==> src/rtl/systolic_pkg.sv <==
// Shared types and constants for the 3x3 systolic operand feeder.
package systolic_pkg;

  localparam int unsigned N          = 3;
  localparam int unsigned DW         = 5;
  localparam int unsigned STREAM_LEN = 3 * N - 2;
  localparam int unsigned TW         = $clog2(STREAM_LEN);
  localparam int unsigned BW         = $clog2(N);

  typedef logic [DW-1:0] elem_t;

  typedef enum logic [2:0] {
    IDLE,
    LOAD,
    PRIME,
    STREAM,
    DONE
  } feeder_state_t;

endpackage

==> src/rtl/systolic_feeder_bank.sv <==
// One NxN operand bank: beat k stores A row k and B column k; the read port
// returns the diagonally skewed left/top vectors for stream step t.
module systolic_feeder_bank
  import systolic_pkg::*;
(
  input  logic                  clk,
  input  logic                  we,
  input  logic [BW-1:0]         idx,
  input  logic [N-1:0][DW-1:0]  row,
  input  logic [N-1:0][DW-1:0]  col,
  input  logic [TW-1:0]         t,
  output logic [N-1:0][DW-1:0]  left,
  output logic [N-1:0][DW-1:0]  top
);

  // a_mem[k] = A row k, b_mem[k] = B column k, so both skews index [lane][t-lane]
  logic [N-1:0][DW-1:0] a_mem [N];
  logic [N-1:0][DW-1:0] b_mem [N];
  logic [BW-1:0]        k;
  int unsigned          tu;

  always_ff @(posedge clk) begin
    if (we) begin
      a_mem[idx] <= row;
      b_mem[idx] <= col;
    end
  end

  always_comb begin
    left = '0;
    top  = '0;
    k    = '0;
    tu   = 32'(t);
    for (int unsigned i = 0; i < N; i++) begin
      if (tu >= i && tu - i < N) begin
        k       = BW'(tu - i);
        left[i] = a_mem[i][k];
        top[i]  = b_mem[i][k];
      end
    end
  end

endmodule

==> src/rtl/systolic_feeder.sv <==
// Operand feeder for the 3x3 systolic array: load A/B, prime, skewed stream, done.
// Define SYSTOLIC_FEEDER_DBUF_EN for a second bank loaded while a run streams.
module systolic_feeder
  import systolic_pkg::*;
(
  input  logic                  clk,
  input  logic                  rst,
  input  logic                  in_valid,
  output logic                  in_ready,
  input  logic [N-1:0][DW-1:0]  in_a,
  input  logic [N-1:0][DW-1:0]  in_b,
  output logic [N-1:0][DW-1:0]  left,
  output logic [N-1:0][DW-1:0]  top,
  output logic                  acc_clr,
  output logic                  busy,
  output logic                  done
);

  feeder_state_t        state;
  logic [BW-1:0]        beat_cnt;
  logic [TW-1:0]        t;
  logic [TW-1:0]        t_rd;
  logic                 accept;
  logic                 last_beat;
  logic [N-1:0][DW-1:0] rd_left;
  logic [N-1:0][DW-1:0] rd_top;

  assign accept    = in_valid & in_ready;
  assign last_beat = (beat_cnt == BW'(N - 1));
  // outputs are registered, so the bank is read one step ahead of t
  assign t_rd      = (state == STREAM) ? t + TW'(1) : '0;

`ifdef SYSTOLIC_FEEDER_DBUF_EN
  logic                 wr_sel;
  logic                 shadow_full;
  logic [N-1:0][DW-1:0] b0_left, b0_top, b1_left, b1_top;

  systolic_feeder_bank u_bank0 (
    .clk (clk), .we (accept & ~wr_sel), .idx (beat_cnt), .row (in_a), .col (in_b),
    .t (t_rd), .left (b0_left), .top (b0_top)
  );
  systolic_feeder_bank u_bank1 (
    .clk (clk), .we (accept & wr_sel), .idx (beat_cnt), .row (in_a), .col (in_b),
    .t (t_rd), .left (b1_left), .top (b1_top)
  );

  // the read bank is always the one not being written
  assign rd_left = wr_sel ? b0_left : b1_left;
  assign rd_top  = wr_sel ? b0_top  : b1_top;

  always_comb begin
    in_ready = (state == IDLE) || (state == LOAD) || !shadow_full;
  end
`else
  systolic_feeder_bank u_bank (
    .clk (clk), .we (accept), .idx (beat_cnt), .row (in_a), .col (in_b),
    .t (t_rd), .left (rd_left), .top (rd_top)
  );

  always_comb begin
    in_ready = (state == IDLE) || (state == LOAD);
  end
`endif

  always_ff @(posedge clk or negedge rst) begin
    if (!rst) begin
      state    <= IDLE;
      beat_cnt <= '0;
      t        <= '0;
      left     <= '0;
      top      <= '0;
      acc_clr  <= 1'b0;
      busy     <= 1'b0;
      done     <= 1'b0;
`ifdef SYSTOLIC_FEEDER_DBUF_EN
      wr_sel      <= 1'b0;
      shadow_full <= 1'b0;
`endif
    end else begin
      acc_clr <= 1'b0;
      done    <= 1'b0;
      left    <= '0;
      top     <= '0;
      if (accept) beat_cnt <= last_beat ? '0 : beat_cnt + BW'(1);
`ifdef SYSTOLIC_FEEDER_DBUF_EN
      if ((state == PRIME || state == STREAM) && accept && last_beat) shadow_full <= 1'b1;
`endif
      unique case (state)
        IDLE: begin
          if (accept) begin
            state <= LOAD;
            busy  <= 1'b1;
          end
        end
        LOAD: begin
          if (accept && last_beat) begin
            state   <= PRIME;
            acc_clr <= 1'b1;
`ifdef SYSTOLIC_FEEDER_DBUF_EN
            wr_sel  <= ~wr_sel;
`endif
          end
        end
        PRIME: begin
          state <= STREAM;
          t     <= '0;
          left  <= rd_left;
          top   <= rd_top;
        end
        STREAM: begin
          if (t == TW'(STREAM_LEN - 1)) begin
            state <= DONE;
            done  <= 1'b1;
          end else begin
            t    <= t + TW'(1);
            left <= rd_left;
            top  <= rd_top;
          end
        end
        DONE: begin
`ifdef SYSTOLIC_FEEDER_DBUF_EN
          if (shadow_full || (accept && last_beat)) begin
            state       <= PRIME;
            acc_clr     <= 1'b1;
            wr_sel      <= ~wr_sel;
            shadow_full <= 1'b0;
          end else if (accept || beat_cnt != '0) begin
            state <= LOAD;
          end else begin
            state <= IDLE;
            busy  <= 1'b0;
          end
`else
          state <= IDLE;
          busy  <= 1'b0;
`endif
        end
        default: state <= IDLE;
      endcase
    end
  end

endmodule

==> config.mk <==
export PLATFORM = sky130hd
export DESIGN_NAME = systolic_feeder
export DESIGN_NICKNAME = d
export VERILOG_FILES = /design/src/rtl/systolic_pkg.sv /design/src/rtl/systolic_feeder_bank.sv /design/src/rtl/systolic_feeder.sv
export SDC_FILE = /design/constraint.sdc
export NUM_CORES = 1
export LEC_CHECK = 0
export ABC_AREA = 0
export CORE_MARGIN = 1.5
export CORE_UTILIZATION = 44
export DETAILED_ROUTE_END_ITERATION = 6
export PLACE_DENSITY = 0.7
export SYNTH_ARGS = -nofsm -noshare
export SYNTH_HDL_FRONTEND = slang
export SYNTH_SLANG_ARGS = --single-unit
==> constraint.sdc <==
create_clock -name clk -period 6.9 [get_ports clk]
set_input_delay 1.035 -clock clk [delete_from_list [all_inputs] [get_ports clk]]
set_output_delay 1.035 -clock clk [all_outputs]
set_load 0.005 [all_outputs]
# == Word-level counts from Yosys, hierarchy flattened ==
# Memory sizes are Yosys's and may differ from the RTL's.
# Cells that the tools add are included.
# totals
ram_bits,90
out_inout_bits,34
register_bits,41
n_memories,2
in_bits,33
word_cells,85
# classes
reduce_logical,10
order_cmp,8
n_bitwise,1
add_sub_neg,4
n_eq_ne,10
muxes,38
# memory_table
memory,depth,word_bits,read_ports,rd_ports_with_merged_regs,write_ports,line,text
u_bank.a_mem,3,15,3,0,1,systolic_feeder_bank.sv:17,logic [N-1:0][DW-1:0] a_mem [N];
u_bank.b_mem,3,15,3,0,1,systolic_feeder_bank.sv:18,logic [N-1:0][DW-1:0] b_mem [N];
# op_table
cell,count
$lt A32 B2 Y1 const B,2
$bmux W5 S2,6
$mux W5,12
$pmux W15 S2,2
$mux W15,2
$mux W3,5
$pmux W3 S4,1
$lt A2 B3 Y1 const B,3
$mux W1,7
$eq A3 B2 Y1 const B,2
$eq A3 B3 Y1 const B,2
$pmux W3 S2,1
$ne A2 B1 Y1 const B,2
$ne A2 B2 Y1 const B,2
$reduce_and A2 Y1,2
$reduce_bool A2 Y1,2
$sub A3 B1 Y4 const B,1
$sub A3 B2 Y4 const B,1
$add A3 B1 Y3 const B,1
$eq A3 B1 Y1 const B,1
$ge A3 B1 Y1 const B,1
$ge A3 B2 Y1 const B,1
$logic_and A1 B1 Y1,3
$logic_not A3 Y1,1
8 further kinds,8

# == Depth between registers and ports, before layout ==
# logic_depth
depth_word,8
depth_mapped,11
depth_no_buf,9

# == Cells and area by module ==
# From an unflattened synthesis, not the netlist that was laid out.
# hier_totals
cells_unflattened,352
hier_area_um2,5188.7
# by_module_without_submodules
module,instances,cells_per_inst,seq_area_each_um2,area_per_inst_um2
systolic_feeder_bank,1,236,2702.6,3669.8
systolic_feeder,1,116,1026.0,1519.0

# == Worst setup path after synthesis ==
# OpenSTA, ideal clock, no wires.
# synth_timing
path_type,input to register
from,input port in_valid
to,register state[0]
setup_slack_ns,2.467
stages,4
n_path_buf,0
setup_ns,0.127
arrival_ns,4.306
required_ns,6.773
cell_sequence,or3b_2 > nor3b_1 > a31o_2 > a211oi_1
# synth_via
elab_chain_cells,4
word_cells_on_any_way,5
cone_classes,eq/ne (2); bitwise (1); reduce/logical (2)
# synth_lines
item,line,text
from (decl),systolic_feeder.sv:8,"input logic in_valid,"
$and A1 B1 Y1 (*),systolic_feeder.sv:28,assign accept = in_valid & in_ready;
$logic_and A1 B1 Y1,systolic_feeder.sv:96,if (accept && last_beat) begin
$ne A2 B1 Y1 (no line),--,
$reduce_and A3 Y1 (no line) (*),--,
to (signal assigned),systolic_feeder.sv:91,state <= LOAD;
to (signal assigned),systolic_feeder.sv:97,state <= PRIME;
to (signal assigned),systolic_feeder.sv:105,state <= STREAM;
to (decl),systolic_feeder.sv:19,feeder_state_t state;
# Mark *: on every way between the ends. The rest lies on a longest branch, timed or not.
# A chain may end at the register's enable or synchronous reset.

# == Worst setup path after layout ==
# layout_timing
from,register t[0]
to,register top[9] in the netlist's numbering
# layout_via
elab_chain_cells,8
word_cells_on_any_way,12
cone_classes,add/sub (2); order compare (2); eq/ne (1); mux (6); reduce/logical (1)
# layout_lines
item,line,text
from (decl),systolic_feeder.sv:21,logic [TW-1:0] t;
from (signal assigned),systolic_feeder.sv:115,t <= t + TW'(1);
$add A3 B1 Y3,systolic_feeder.sv:31,assign t_rd = (state == STREAM) ? t + TW'(1) : '0;
$mux W3,systolic_feeder.sv:31,
$sub A3 B1 Y4,systolic_feeder_bank.sv:35,if (tu >= i && tu - i < N) begin
$lt A32 B2 Y1 / $bmux W5 S2 (equally long branches),"systolic_feeder_bank.sv:35, systolic_feeder_bank.sv:38",
$logic_and A1 B1 Y1 / $mux W5 (equally long branches),"systolic_feeder_bank.sv:35, systolic_feeder_bank.sv:38",
$mux W5,systolic_feeder_bank.sv:35,
$mux W15,systolic_feeder.sv:111,if (t == TW'(STREAM_LEN - 1)) begin
$pmux W15 S2 (*),systolic_feeder.sv:88,unique case (state)
to (signal assigned),systolic_feeder.sv:108,top <= rd_top;
to (signal assigned),systolic_feeder.sv:117,top <= rd_top;
to (decl),systolic_feeder.sv:13,"output logic [N-1:0][DW-1:0] top,"
# Mark *: on every way between the ends. The rest lies on a longest branch, timed or not. The select of a mux whose other input is x is not followed.

==> impl_metrics.csv <==
group,metric,value,unit
synth,cell_type_with_the_largest_total_area_after_synthesis,"edfxtp_1",
cells_and_area,fillers,901,
min_path,hold_start,"u_bank.a_mem[2][5]",
synth,synth_warnings,0,
drt,routed_wl,11140,um
pwr,irDropWorstVdd,0.1805,mV
synth,dominantRegCellSynth,"edfxtp_1",
drt,drc_marker_count_from_the_first_detailed_route_iteration,324,
place,gp_routability_congestion,0.7825,
sta,worst_clock_skew,5.866,ps
place,place.detailed.hpwl,6651,um
clocking,cts_inserted_buffers,17,
clocking,cts_hold_buffers,0,
grt,first_global_vias,3309,
synth,synthesized_area_per_cell,14.45,sq um
drt,dr.pass1.iters,7,
clocking,clk_latency_worst_skew_pair,400,ps
pwr,p_seq_frac,0.359,
sta,drv_slew,0,
pwr,switchingPower,0.0009809,W
pwr,p_sw_frac,0.3372,
cells_and_area,layout.nets,464,
clocking,cts_root_buf,"clkbuf_16",
sta,layout_worst_path_cycle_share,0.5282,
min_path,holdCritPathClass,"register to register",
sta,timing.slew.headroom,0.3429,
synth,yosysMostFrequentCell,"edfxtp_1",
grt,grt.overflow.total,0,
status,outcome,"completed",
clocking,htree_num_levels,4,
pwr,power_density,447.1,nW/um^2
worst_setup_path,worst_setup_path_end_kind,"register",
synth,netlist_area,5102,sq um
sta,tightest_slew,985.7,ps
clocking,cts_setup_buffers,0,
worst_setup_path,worst_r2r_path_depth,10,
drt,num_vias,3235,
clocking,tritoncts,"built",
floorplanning,dieArea,12250,sq um
floorplanning,initial_core_utilization,0.4488,
grt,grt_max_degree,46,
worst_setup_path,r2r_end,"top[9]",
grt,number_of_antenna_violations_at_the_first_check_in_global_routing,0,
synth,post_synth_inst_count,353,
floorplanning,core_region_area,11370,sq um
cells_and_area,sequential_cell_area,3729,sq um
synth,synth_cell_type_count,34,
synth,synth_sequential_area_ratio,0.7308,
sta,hold_violations,0,
job,max_cap_violations,0,
pwr,combPwrFrac,0.335,
pwr,pwr-share-clk,0.306,
cells_and_area,area_delta_synth_final,27.51,%
sta,grt_setup_unrepaired,"no",
pwr,leakage,2.478,nW
worst_setup_path,critical_path_fanouts_max,26,
synth,post-synth-top-area-fraction,0.5297,
clocking,clock-sinks,131,
drt,via_per_inst,5.587,
floorplanning,ios,67,
grt,grtUsageTotal,0.1881,
pwr,power_report.internal_total,0.001928,W
min_path,worst_hold_path_cell_count,2,
min_path,hold_critical_path_endpoint,"left[10]",
sta,fmax,274.4,MHz
worst_setup_path,worst-setup-path-type,"register to register",
worst_setup_path,worst_r2r_startpoint,"t[0]",
synth,top_cells_by_count_synth,"90 x edfxtp_1, 41 x dfrtp_1, 25 x nand2_1, 25 x nor2_1",
drt,final_antenna_net_count,0,
sta,final-setup-viol-count,0,
floorplanning,die-height,110.7,um
place,buffer_ports.inserted,66,
synth,synth_enable_flop_cells,90,
clocking,max-clock-path-buffers,2,
worst_setup_path,setup.reg_to_reg.worst_slack,3260,ps
worst_setup_path,worstSetupStartpointType,"register",
drt,average_detailed_routed_wire_length_per_instance,19.24,um
sta,finalHoldWorstSlack,519.1,ps
clocking,clk_pin_slew_worst_paths,60,ps
synth,yosys_register_bits,131,
grt,grt_pass1_wl,17510,um
cells_and_area,post_route_cells_drive_above_1_share,0.1009,
synth,postSynthNetCount,394,
cells_and_area,total_area_of_multi_input_combinational_cells,1274,sq um
drt,post-route-drc-count,0,
sta,setup_tns,0,ps
synth,synthArstFlopShare,0.3130,
synth,cell_types_occupying_the_most_area_after_synthesis,"edfxtp_1 53%, dfrtp_1 20%, a222oi_1 3.7%, and3_1 2.8%, nand2b_1 2.6%",
floorplanning,dieWidth,110.7,um
sta,period_minus_slack,3644,ps
worst_setup_path,cp_data_required_time,7240,ps
clocking,cts_repair_resize_count,0,
cells_and_area,n_antenna_cell,0,
floorplanning,rows,39,
worst_setup_path,timing.critical_path.arrival,3980,ps
## worst max path at each step
stage / from / end / slack [ps] / cells past startpoint
finish: t[0] / top[9] / 3260 / 10
global route: t[0] / top[9] / 3010 / 10
CTS: t[0] / top[9] / 3250 / 10
detailed placement: t[0] / left[9] / 3290 / 10
global placement: t[0] / left[6] / 3440 / 10
floorplan: in_valid / state[0] / 2470 / 4
## power by group through the flow
stage / Combinational, W / Clock (W) / Sequential [W]
floorplan: 0.000656 / 0 / 0.00104
global placement: 0.000926 / 0 / 0.00105
detailed placement: 0.000960 / 0 / 0.00106
CTS: 0.000981 / 0.000895 / 0.00104
global route: 0.00108 / 0.000934 / 0.00106
finish: 0.000975 / 0.000890 / 0.00104
## cell usage in the layout, fill, tap and decap left out, types with 4 or more instances in the layout
cell / synthesis / routed
clkbuf_16: 0 / 17
ha_1: 8 / 8
o31a_1: 10 / 10
nor2_1: 25 / 25
o21ai_0: 23 / 23
clkdlybuf4s50_1: 0 / 65
nor3b_1: 12 / 10
nor3_1: 5 / 4
nand2b_1: 21 / 21
edfxtp_1: 90 / 90
buf_4: 0 / 8
nand2_1: 25 / 25
inv_1: 5 / 5
and3_1: 23 / 23
dfrtp_1: 41 / 41
a222oi_1: 19 / 19
a21oi_1: 4 / 4
## kinds of logic after synthesis
group / count (synthesis) / synth area share
AO/OA/AOI/OAI: 67 / 0.1020
buffers and inverters: 28 / 0.02256
AND/OR/NAND/NOR: 118 / 0.1233
flip-flops: 131 / 0.7307
adder cells (fa/ha/maj): 8 / 0.01962
XOR/XNOR: 1 / 0.001717
## cell type report
cell class / count / share of cell area
Inverter: 5 / 0.002885
Tap cell: 143 / 0.02750
Timing Repair Buffer: 74 / 0.1100
Sequential cell: 131 / 0.5731
Clock buffer: 17 / 0.06538
Clock inverter: 15 / 0.02538
Multi-Input combinational cell: 194 / 0.1958
## through the flow
step                area, sq um  setup WS, ps    util  total power [W]  cells
finish                     6506          3256  0.5722         0.002909    579
global route               6506          3014  0.5722         0.003070    579
CTS                        6506          3254  0.5722         0.002920    579
detailed placement         5916          3288  0.5203         0.002017    547
global placement           5916          3436  0.5203         0.001979    547
floorplan                  5102          2467       -         0.001697    353
## critical path, cell delays in order (launching register included)
cell	delay, ps
dfrtp_1	330
buf_4	310
inv_1	160
ha_1	780
buf_4	350
nor2_1	120
inv_1	110
ha_1	160
a21bo_1	230
a2111oi_4	740
o31a_1	260
## flip-flops by register name, summed over array words and instances (netlist names)
| signal | count |
|---|---|
| acc_clr | 1 |
| busy | 1 |
| top | 15 |
| u_bank.b_mem | 45 |
| state | 3 |
| beat_cnt | 2 |
| t | 3 |
| done | 1 |
| u_bank.a_mem | 45 |
| left | 15 |
## routing by layer
layer | part of all wire | wire (um) | vias to the layer above | track usage
li1 | - | - | 1477 | -
met5 | 0 | 0 | - | 0
met2 | 0.52 | 5804 | 133 | 0.3198
met4 | 0.0071 | 79 | 0 | 0.05983
met1 | 0.41 | 4534 | 1616 | 0.2419
met3 | 0.065 | 720 | 9 | 0.04155
Power figures use the tool's default switching activity.
